--- src/rtl/alu_result_skid_buffer_pkg.sv ---
// Shared definitions for the ALU result path: op codes and the result entry record.
// The memory stage uses the same encoding.
package alu_result_skid_buffer_pkg;

   localparam logic [2:0] OP_AND = 3'd0;
   localparam logic [2:0] OP_OR  = 3'd1;
   localparam logic [2:0] OP_ADD = 3'd2;
   localparam logic [2:0] OP_SUB = 3'd6;
   localparam logic [2:0] OP_SLT = 3'd7;

   localparam int ALU_W = 8;

   typedef struct packed {
      logic [ALU_W-1:0] z;
      logic             zero;
      logic [2:0]       op;
   } alu_entry_t;

   localparam int ALU_ENTRY_W = $bits(alu_entry_t);

   // Packed entry width for an arbitrary data width: z + zero flag + 3-bit op.
   function automatic int entry_w(input int width);
      return width + 4;
   endfunction

endpackage

--- src/rtl/alu_result_entry_reg.sv ---
// One skid-buffer entry: load-enabled register, cleared by synchronous reset.
module alu_result_entry_reg #(
   parameter int W = 12
) (
   input  logic         clk,
   input  logic         reset,
   input  logic         ld,
   input  logic [W-1:0] d,
   output logic [W-1:0] q
);

   always_ff @(posedge clk) begin
      if (reset)   q <= '0;
      else if (ld) q <= d;
   end

endmodule

--- src/rtl/alu_result_skid_buffer.sv ---
// Two-entry registered skid buffer behind yAlu: head drives out_*, skid absorbs one
// result of back-pressure. Also flags inconsistent zero flags and counts transfers.
module alu_result_skid_buffer
   import alu_result_skid_buffer_pkg::*;
#(
   parameter int WIDTH = 8,
   parameter int CNT_W = 16
) (
   input  logic             clk,
   input  logic             reset,
   input  logic             in_valid,
   output logic             in_ready,
   input  logic [WIDTH-1:0] in_z,
   input  logic             in_zero,
   input  logic [2:0]       in_op,
   output logic             out_valid,
   input  logic             out_ready,
   output logic [WIDTH-1:0] out_z,
   output logic             out_zero,
   output logic [2:0]       out_op,
   output logic [1:0]       count,
   output logic             zero_err,
   output logic [CNT_W-1:0] xfer_count
);

   localparam int EW = entry_w(WIDTH);

   logic          h_vld, s_vld, h_vld_n, s_vld_n;
   logic          acc, pop, h_ld, s_ld;
   logic [EW-1:0] in_e, h_d, h_q, s_q;

   assign acc  = in_valid & in_ready;
   assign pop  = h_vld & out_ready;
   assign in_e = {in_z, in_zero, in_op};

   // With the skid full in_ready is low, so the only move is skid -> head on pop.
   always_comb begin
      h_d     = in_e;
      h_ld    = 1'b0;
      s_ld    = 1'b0;
      h_vld_n = h_vld;
      s_vld_n = s_vld;
      if (s_vld) begin
         h_d     = s_q;
         h_ld    = pop;
         s_vld_n = ~pop;
      end else begin
         h_ld    = acc & (~h_vld | pop);
         s_ld    = acc & h_vld & ~pop;
         h_vld_n = acc | (h_vld & ~pop);
         s_vld_n = s_ld;
      end
   end

   alu_result_entry_reg #(.W(EW)) u_head (
      .clk(clk), .reset(reset), .ld(h_ld), .d(h_d), .q(h_q)
   );

   alu_result_entry_reg #(.W(EW)) u_skid (
      .clk(clk), .reset(reset), .ld(s_ld), .d(in_e), .q(s_q)
   );

   assign out_valid                 = h_vld;
   assign {out_z, out_zero, out_op} = h_q;

   always_ff @(posedge clk) begin
      if (reset) begin
         h_vld      <= 1'b0;
         s_vld      <= 1'b0;
         in_ready   <= 1'b1;
         count      <= 2'd0;
         zero_err   <= 1'b0;
         xfer_count <= '0;
      end else begin
         h_vld      <= h_vld_n;
         s_vld      <= s_vld_n;
         in_ready   <= ~s_vld_n;
         count      <= {1'b0, h_vld_n} + {1'b0, s_vld_n};
         xfer_count <= xfer_count + CNT_W'(pop);
         if (acc && (in_zero != (in_z == {WIDTH{1'b0}})))
            zero_err <= 1'b1;
      end
   end

endmodule

--- config.mk ---
export PLATFORM = sky130hd
export DESIGN_NAME = alu_result_skid_buffer
export DESIGN_NICKNAME = d
export VERILOG_FILES = /design/src/rtl/alu_result_skid_buffer_pkg.sv /design/src/rtl/alu_result_entry_reg.sv /design/src/rtl/alu_result_skid_buffer.sv
export SDC_FILE = /design/constraint.sdc
export NUM_CORES = 1
export LEC_CHECK = 0
export BUFFER_PORTS_ARGS = -buffer_cell sky130_fd_sc_hd__clkbuf_2
export CAP_MARGIN = 10
export CORE_UTILIZATION = 30
export DETAILED_ROUTE_END_ITERATION = 8
export PLACE_DENSITY = 0.59
export SLEW_MARGIN = 20
export SYNTH_ARGS = -nofsm -noshare
export SYNTH_HDL_FRONTEND = slang
export SYNTH_SLANG_ARGS = --single-unit
--- constraint.sdc ---
create_clock -name clk -period 5.5 [get_ports clk]
set_input_delay 0.55 -clock clk [delete_from_list [all_inputs] [get_ports clk]]
set_output_delay 0.55 -clock clk [all_outputs]
set_load 0.01 [all_outputs]
==> run summary, run 1 <==
status: finished, final reports clean
Netlist cell types: 33
number of flops mapped to enable cells by yosys: 0
Final ANT Viol Nets: 0
Vias per Instance: 4.74
dpl hpwl: 2820 um
CP required: 5710 ps
YS warnings: 0
peak supply drop: 200 uV
largest net degree at the start of global routing: 48
drt pass-1 iters: 4
top cells by area, synth: dfxtp_1, mux2i_1, nor2_1
Die Y: 82.1 um
clk_skew: 6.74 ps
uppermost routed layer: met4
Layout area overhead: 21.0%
initial core utilization: 31.7%
metal3 WL: 200 um
Hold Buf Count CTS: 0
Diodes inserted: 0
vias in the first global route: 1396
Post CTS Setup Buffer Count: 0
Synth async-reset ratio: 0%
final wirelength: 4040 um
top cells by count, synth: dfxtp_1, nor2_1, mux2i_1
GRT Overall Usage: 13.1%
Post-Syn Instances: 201
post-synthesis net count: 221
Root Buffer: clkbuf_8
Finished Core Util: 38.4%
fin crit period: 2260 ps
layout cell share with drive strength beyond 1: 25.1%
count leader, synth: dfxtp_1
met1 wire length: 2060 um
CP max FO: 24
global-route wire length before repair: 6530 um
Clock transition at path regs: 90 ps
Final period util: 41.1%
Buf+Inv Stages, Crit Path: 0
initial drt markers: 71
crit path kind: reg2reg
clock sinks: 46
gr ovfl total: 0
P per Cell Area: 298 nW/um2
CP arrival: 2470 ps
setup_tns: 0 ps
post-synthesis sequential area ratio: 47.9%
Hold WC Path Type: reg2reg
die area: 6730 um2
CP endpoint kind: register
Setup-failing EPs final: 0
leakage power: 0.941 nW
metal2 WL: 1710 um
CP cell instances: nand2_1 > a21oi_2 > nor2_1 > a211oi_1
CP delay by family, top: compound AO/OA/AOI/OAI gates
endpoints failing hold: 0
initial antenna violation count: 0
Slew @ Worst Pin: 1020 ps
Worst setup SP type: register
fmax: 0.442 GHz
Slew HR: 31.8%
via count: 1525
Final GP Congestion: 0.756
CTS resizes: 0
CTS tree: built
Port Buf Inserts: 48
row count: 28
Slowest cell on crit path: dfxtp_1
area of the core: 6060 um2
htree depth: 2
Num CTS Buffers: 5
dominant synthesized flop cell: dfxtp_1
Largest stage delay, worst path: 870 ps
DR WL/cell: 12.5 um
RSZ-0062 raised after global routing: false
max_cap viols: 0
I/O Pins: 49
Syn Area/Cell: 9.57 um2
post-synth top area share: 47.9%
Remaining DRCs: 0
synthesized area: 1920 um2
Final Max Tran Viols: 0
Skew-Pair Late Insertion Delay: 300 ps
area leader, netlist: dfxtp_1
Die Width: 82.1 um
clk buf depth: 2
# nets final: 266
Synth Register Bits: 46
[metal layers]
metal,track usage [%],vias up
met2,19.3,37
met4,5.79,0
met5,0,-
li1,-,783
met1,17.4,700
met3,4.00,5
[sequential cells by signal, indices dropped and copies added, names as in the netlist]
name	cells
s_vld	1
in_ready	1
u_head.q	12
zero_err	1
u_skid.q	12
xfer_count	16
count	2
out_valid	1
[where the power goes]
part,leakage (nW),internal (mW),switching [mW],total (mW)
combinational,0.508,0.0336,0.0434,0.0771
sequential,0.375,0.349,0.0117,0.361
clock,0.0585,0.136,0.120,0.256
[cell type report]
class,count,area [um2]
Clock inverter,3,43.8
Multi-Input combinational cell,142,945
Fill cell,631,3730
Timing Repair Buffer,49,248
Inverter,2,7.51
Tap cell,75,93.8
Clock buffer,5,68.8
Sequential cell,46,921
[through the flow]
stage	std cells	hold slack, ps	total power [mW]	cell area [um2]	setup slack (ps)
2_1_floorplan	201	460	0.417	1920	3470
3_3_place_gp	314	447	0.446	2210	3200
3_5_place_dp	314	453	0.447	2210	3160
4_1_cts	322	475	0.706	2330	3200
5_1_grt	322	507	0.729	2330	2900
6_report	322	470	0.694	2330	3240
[cell usage in the layout (no fill, tap or decap), drive strengths merged]
| master | count |
|---|---|
| and4 | 1 |
| mux2i | 24 |
| clkinv | 1 |
| or4 | 1 |
| ha | 4 |
| clkbuf | 53 |
| nand2b | 1 |
| dfxtp | 46 |
| nand3 | 4 |
| o31ai | 2 |
| xor2 | 8 |
| nor4 | 3 |
| and3 | 3 |
| buf | 1 |
| a211oi | 12 |
| bufinv | 1 |
| inv | 3 |
| mux2 | 1 |
| xnor2 | 4 |
| o21ai | 2 |
| nand2 | 12 |
| nand4 | 4 |
| or2 | 1 |
| or3 | 1 |
| nor3 | 3 |
| nor2 | 37 |
| a31oi | 1 |
| nand3b | 1 |
| nor2b | 7 |
| and2 | 1 |
| a21oi | 4 |
[cells by family after synthesis]
kind of cell,after synthesis,share of synthesized area (%)
AOI/OAI and AO/OA,21,7.55
xor gates and xnor gates,12,5.47
adders and majority gates,4,2.60
buffers and inverters,13,2.99
DFF,46,47.9
muxes,25,13.1
and+or+nand+nor,80,20.4
[worst reg2reg max path: cells and delay by family (launching register included)]
| family | cells | cell delay [ps] |
|---|---|---|
| DFF | 1 | 870 |
| AOI/OAI and AO/OA | 2 | 1060 |
| and+or+nand+nor | 2 | 250 |
[worst paths after layout]
path                                from     endpoint  slack (ps)  depth (start not counted)
worst max-delay path               s_vld  u_head.q[8]        3240                          4
worst min-delay path            zero_err     zero_err         470                          2
worst max register to register     s_vld  u_head.q[8]        3240                          4
worst min register to register  zero_err     zero_err         470                          2
Power figures use the tool's default switching activity.
==> inputs of run 2 (changes only) <==
Settings changed: ABC_AREA from default to 1, PLACE_DENSITY 0.59 to 0.6.
Clock period 5.5 ns to 1.9 ns, I/O delays scaled along.
==> run summary, run 2 <==
CTS tree: built
initial antenna violation count: 0
Port Buf Inserts: 48
CP cell instances: nand2_1 > inv_1 > ha_1 > ha_1 > nand2_1 > inv_2 > nand2_2 > nor2_8 > nand3_2 > o21ai_1 > nor2_1
CP endpoint kind: register
# nets final: 359
Post-Synth Adder-Cell Area: 2.32%
Die Width: 86.7 um
status: finished, final reports clean
Slew @ Worst Pin: 414 ps
Slowest cell on crit path: dfxtp_1
clock network fraction of design power: 33.0%
row count: 30
top flop regs: xfer_count: 16 flops, u_head.q: 12 flops, u_skid.q: 12 flops
Skew-Pair Late Insertion Delay: 300 ps
via count: 1861
YS warnings: 0
Net Sw Frac: 27.2%
RSZ-0062 raised after global routing: false
area leader, netlist: dfxtp_1
Buf+Inv Stages, Crit Path: 2
largest net degree at the start of global routing: 26
Synth Area in XOR/XNOR: 1.22%
leakage power: 1.20 nW
CP required: 2100 ps
endpoints failing hold: 0
simple logic cell fraction of the synthesized area: 34.1%
Clock transition at path regs: 90 ps
total power: 1.92 mW
Stages on worst setup path: 11
P per Cell Area: 755 nW/um2
DR WL/cell: 10.7 um
fin crit period: 1650 ps
CP max FO: 7
Netlist cell types: 28
top cells by area, synth: dfxtp_1, nand2_1, nor2_1
area of the multi-input gates: 1020 um2
htree depth: 2
Largest stage delay, worst path: 400 ps
Root Buffer: clkbuf_8
post-synthesis net count: 313
Gate power share: 12.9%
Final period util: 87.1%
clock sinks: 46
post-synth top area share: 42.7%
fmax: 0.605 GHz
global-route wire length before repair: 7860 um
top cells by count, synth: nand2_1, nor2_1, dfxtp_1
initial core utilization: 31.4%
max FFs per register: 16
initial drt markers: 110
Final GP Congestion: 0.745
die area: 7520 um2
final worst-path setup slack: 246 ps
gr ovfl total: 0
peak supply drop: 239 uV
CP arrival: 1860 ps
Synth Register Bits: 46
post-synthesis compound-gate area fraction: 9.64%
Int Pwr: 1.39 mW
Sequential Area: 921 um2
dominant synthesized flop cell: dfxtp_1
Most flops, register: xfer_count
post-synthesis sequential area ratio: 42.7%
R2R setup slack: 250 ps
post-synthesis mux area share: 0%
Post-Syn Instances: 293
Hold Buf Count CTS: 0
number of flops mapped to enable cells by yosys: 0
Final Max Tran Viols: 0
fillcell total: 743
final wirelength: 4680 um
drt pass-1 iters: 4
CTS resizes: 0
Layout area overhead: 17.8%
crit path kind: reg2reg
setup_tns: 0 ps
Synth async-reset ratio: 0%
dpl hpwl: 3430 um
layout cell share with drive strength beyond 1: 27.1%
area of the core: 6870 um2
Hold Path Depth: 3
vias in the first global route: 1669
Hold Worst Slack: 148 ps
R2R cell count: 11
Worst setup SP type: register
Remaining DRCs: 0
Die Y: 86.7 um
max_cap viols: 0
count leader, synth: nand2_1
largest family of logic cells by synthesized area: simple AND/OR/NAND/NOR gates
Slew HR: 72.4%
Diodes inserted: 0
clk_skew: 3.17 ps
GRT Overall Usage: 13.4%
Syn Area/Cell: 7.35 um2
synthesized area: 2150 um2
CP delay by family, top: simple AND/OR/NAND/NOR gates
Setup-failing EPs final: 0
commonest cells after routing, fill and taps aside: nand2_1, nor2_1, clkbuf_2, dfxtp_1, inv_1
Reg power frac: 54.1%
Vias per Instance: 4.27
DP Worst Slack: 250 ps
Post CTS Setup Buffer Count: 0
clk buf depth: 2
Num CTS Buffers: 5
Hold WC Path Type: in2reg
Finished Core Util: 37.0%
sw power: 522 uW
I/O Pins: 49
most common cell after layout, fill and taps aside: nand2_1
Final ANT Viol Nets: 0
## run 2: cell types whose count changed in the layout (fill, tap and decap cells not counted), sizes merged, moves of 3 or more
cell	previous run	this run
nand3	4	10
a21oi	4	9
inv	3	30
mux2i	24	0
a211oi	12	0
nand2	12	65
nor2	37	76
nor2b	7	0
and3	3	0
xnor2	4	1
xor2	8	2
o21ai	2	31
## run 2: power by group through the flow
stage	sequential, mW	clock, mW	combinational (mW)
after global routing	1.04	0.688	0.282
after global placement	1.06	0	0.249
after floorplan	1.07	0	0.159
final	1.04	0.633	0.247
after CTS	1.04	0.653	0.252
after detailed placement	1.06	0	0.251
## run 2: final cells by class
type	count	area share (%)
clock buffer	6	3.25
clock inverter	2	0.493
inverter	30	4.73
multi-input combinational	205	40.2
sequential	46	36.3
tap	96	4.73
timing repair buffer	51	10.3
## run 2: final timing paths
path	startpoint	to
setup / recovery	out_valid	xfer_count[12]
hold / removal	in_op[0]	u_skid.q[0]
setup reg to reg	out_valid	xfer_count[12]
hold reg to reg	zero_err	zero_err
## run 2: metal layers
layer,vias to the layer above,global-route usage [%],share of wire [%]
li1,1008,-,-
met1,820,18.4,48
met2,31,20.5,48
met3,2,3.05,3.7
met4,0,5.00,0.49
met5,-,0,0
## run 2: kinds of logic (layout without fill, tap and decap cells)
| logic type | Yosys count | in the layout |
|---|---|---|
| adders and majority gates | 4 | 4 |
| xor gates and xnor gates | 3 | 3 |
| AOI/OAI and AO/OA | 40 | 40 |
| and+or+nand+nor | 158 | 158 |
| buffers and inverters | 42 | 89 |
| DFF | 46 | 46 |
## run 2: worst reg2reg max path: cells and delay by family (launching register included)
family / cells / cell delay [ps]
adder cells (fa/ha/maj): 2 / 340
AO/OA/AOI/OAI: 1 / 120
flip-flops: 1 / 400
AND/OR/NAND/NOR: 6 / 530
buffers and inverters: 2 / 170
## run 2: metrics by stage
| step | instances | area, um2 |
|---|---|---|
| 2_1_floorplan | 293 | 2150 |
| 3_3_place_gp | 428 | 2440 |
| 3_5_place_dp | 428 | 2440 |
| 4_1_cts | 436 | 2540 |
| 5_1_grt | 436 | 2540 |
| 6_report | 436 | 2540 |
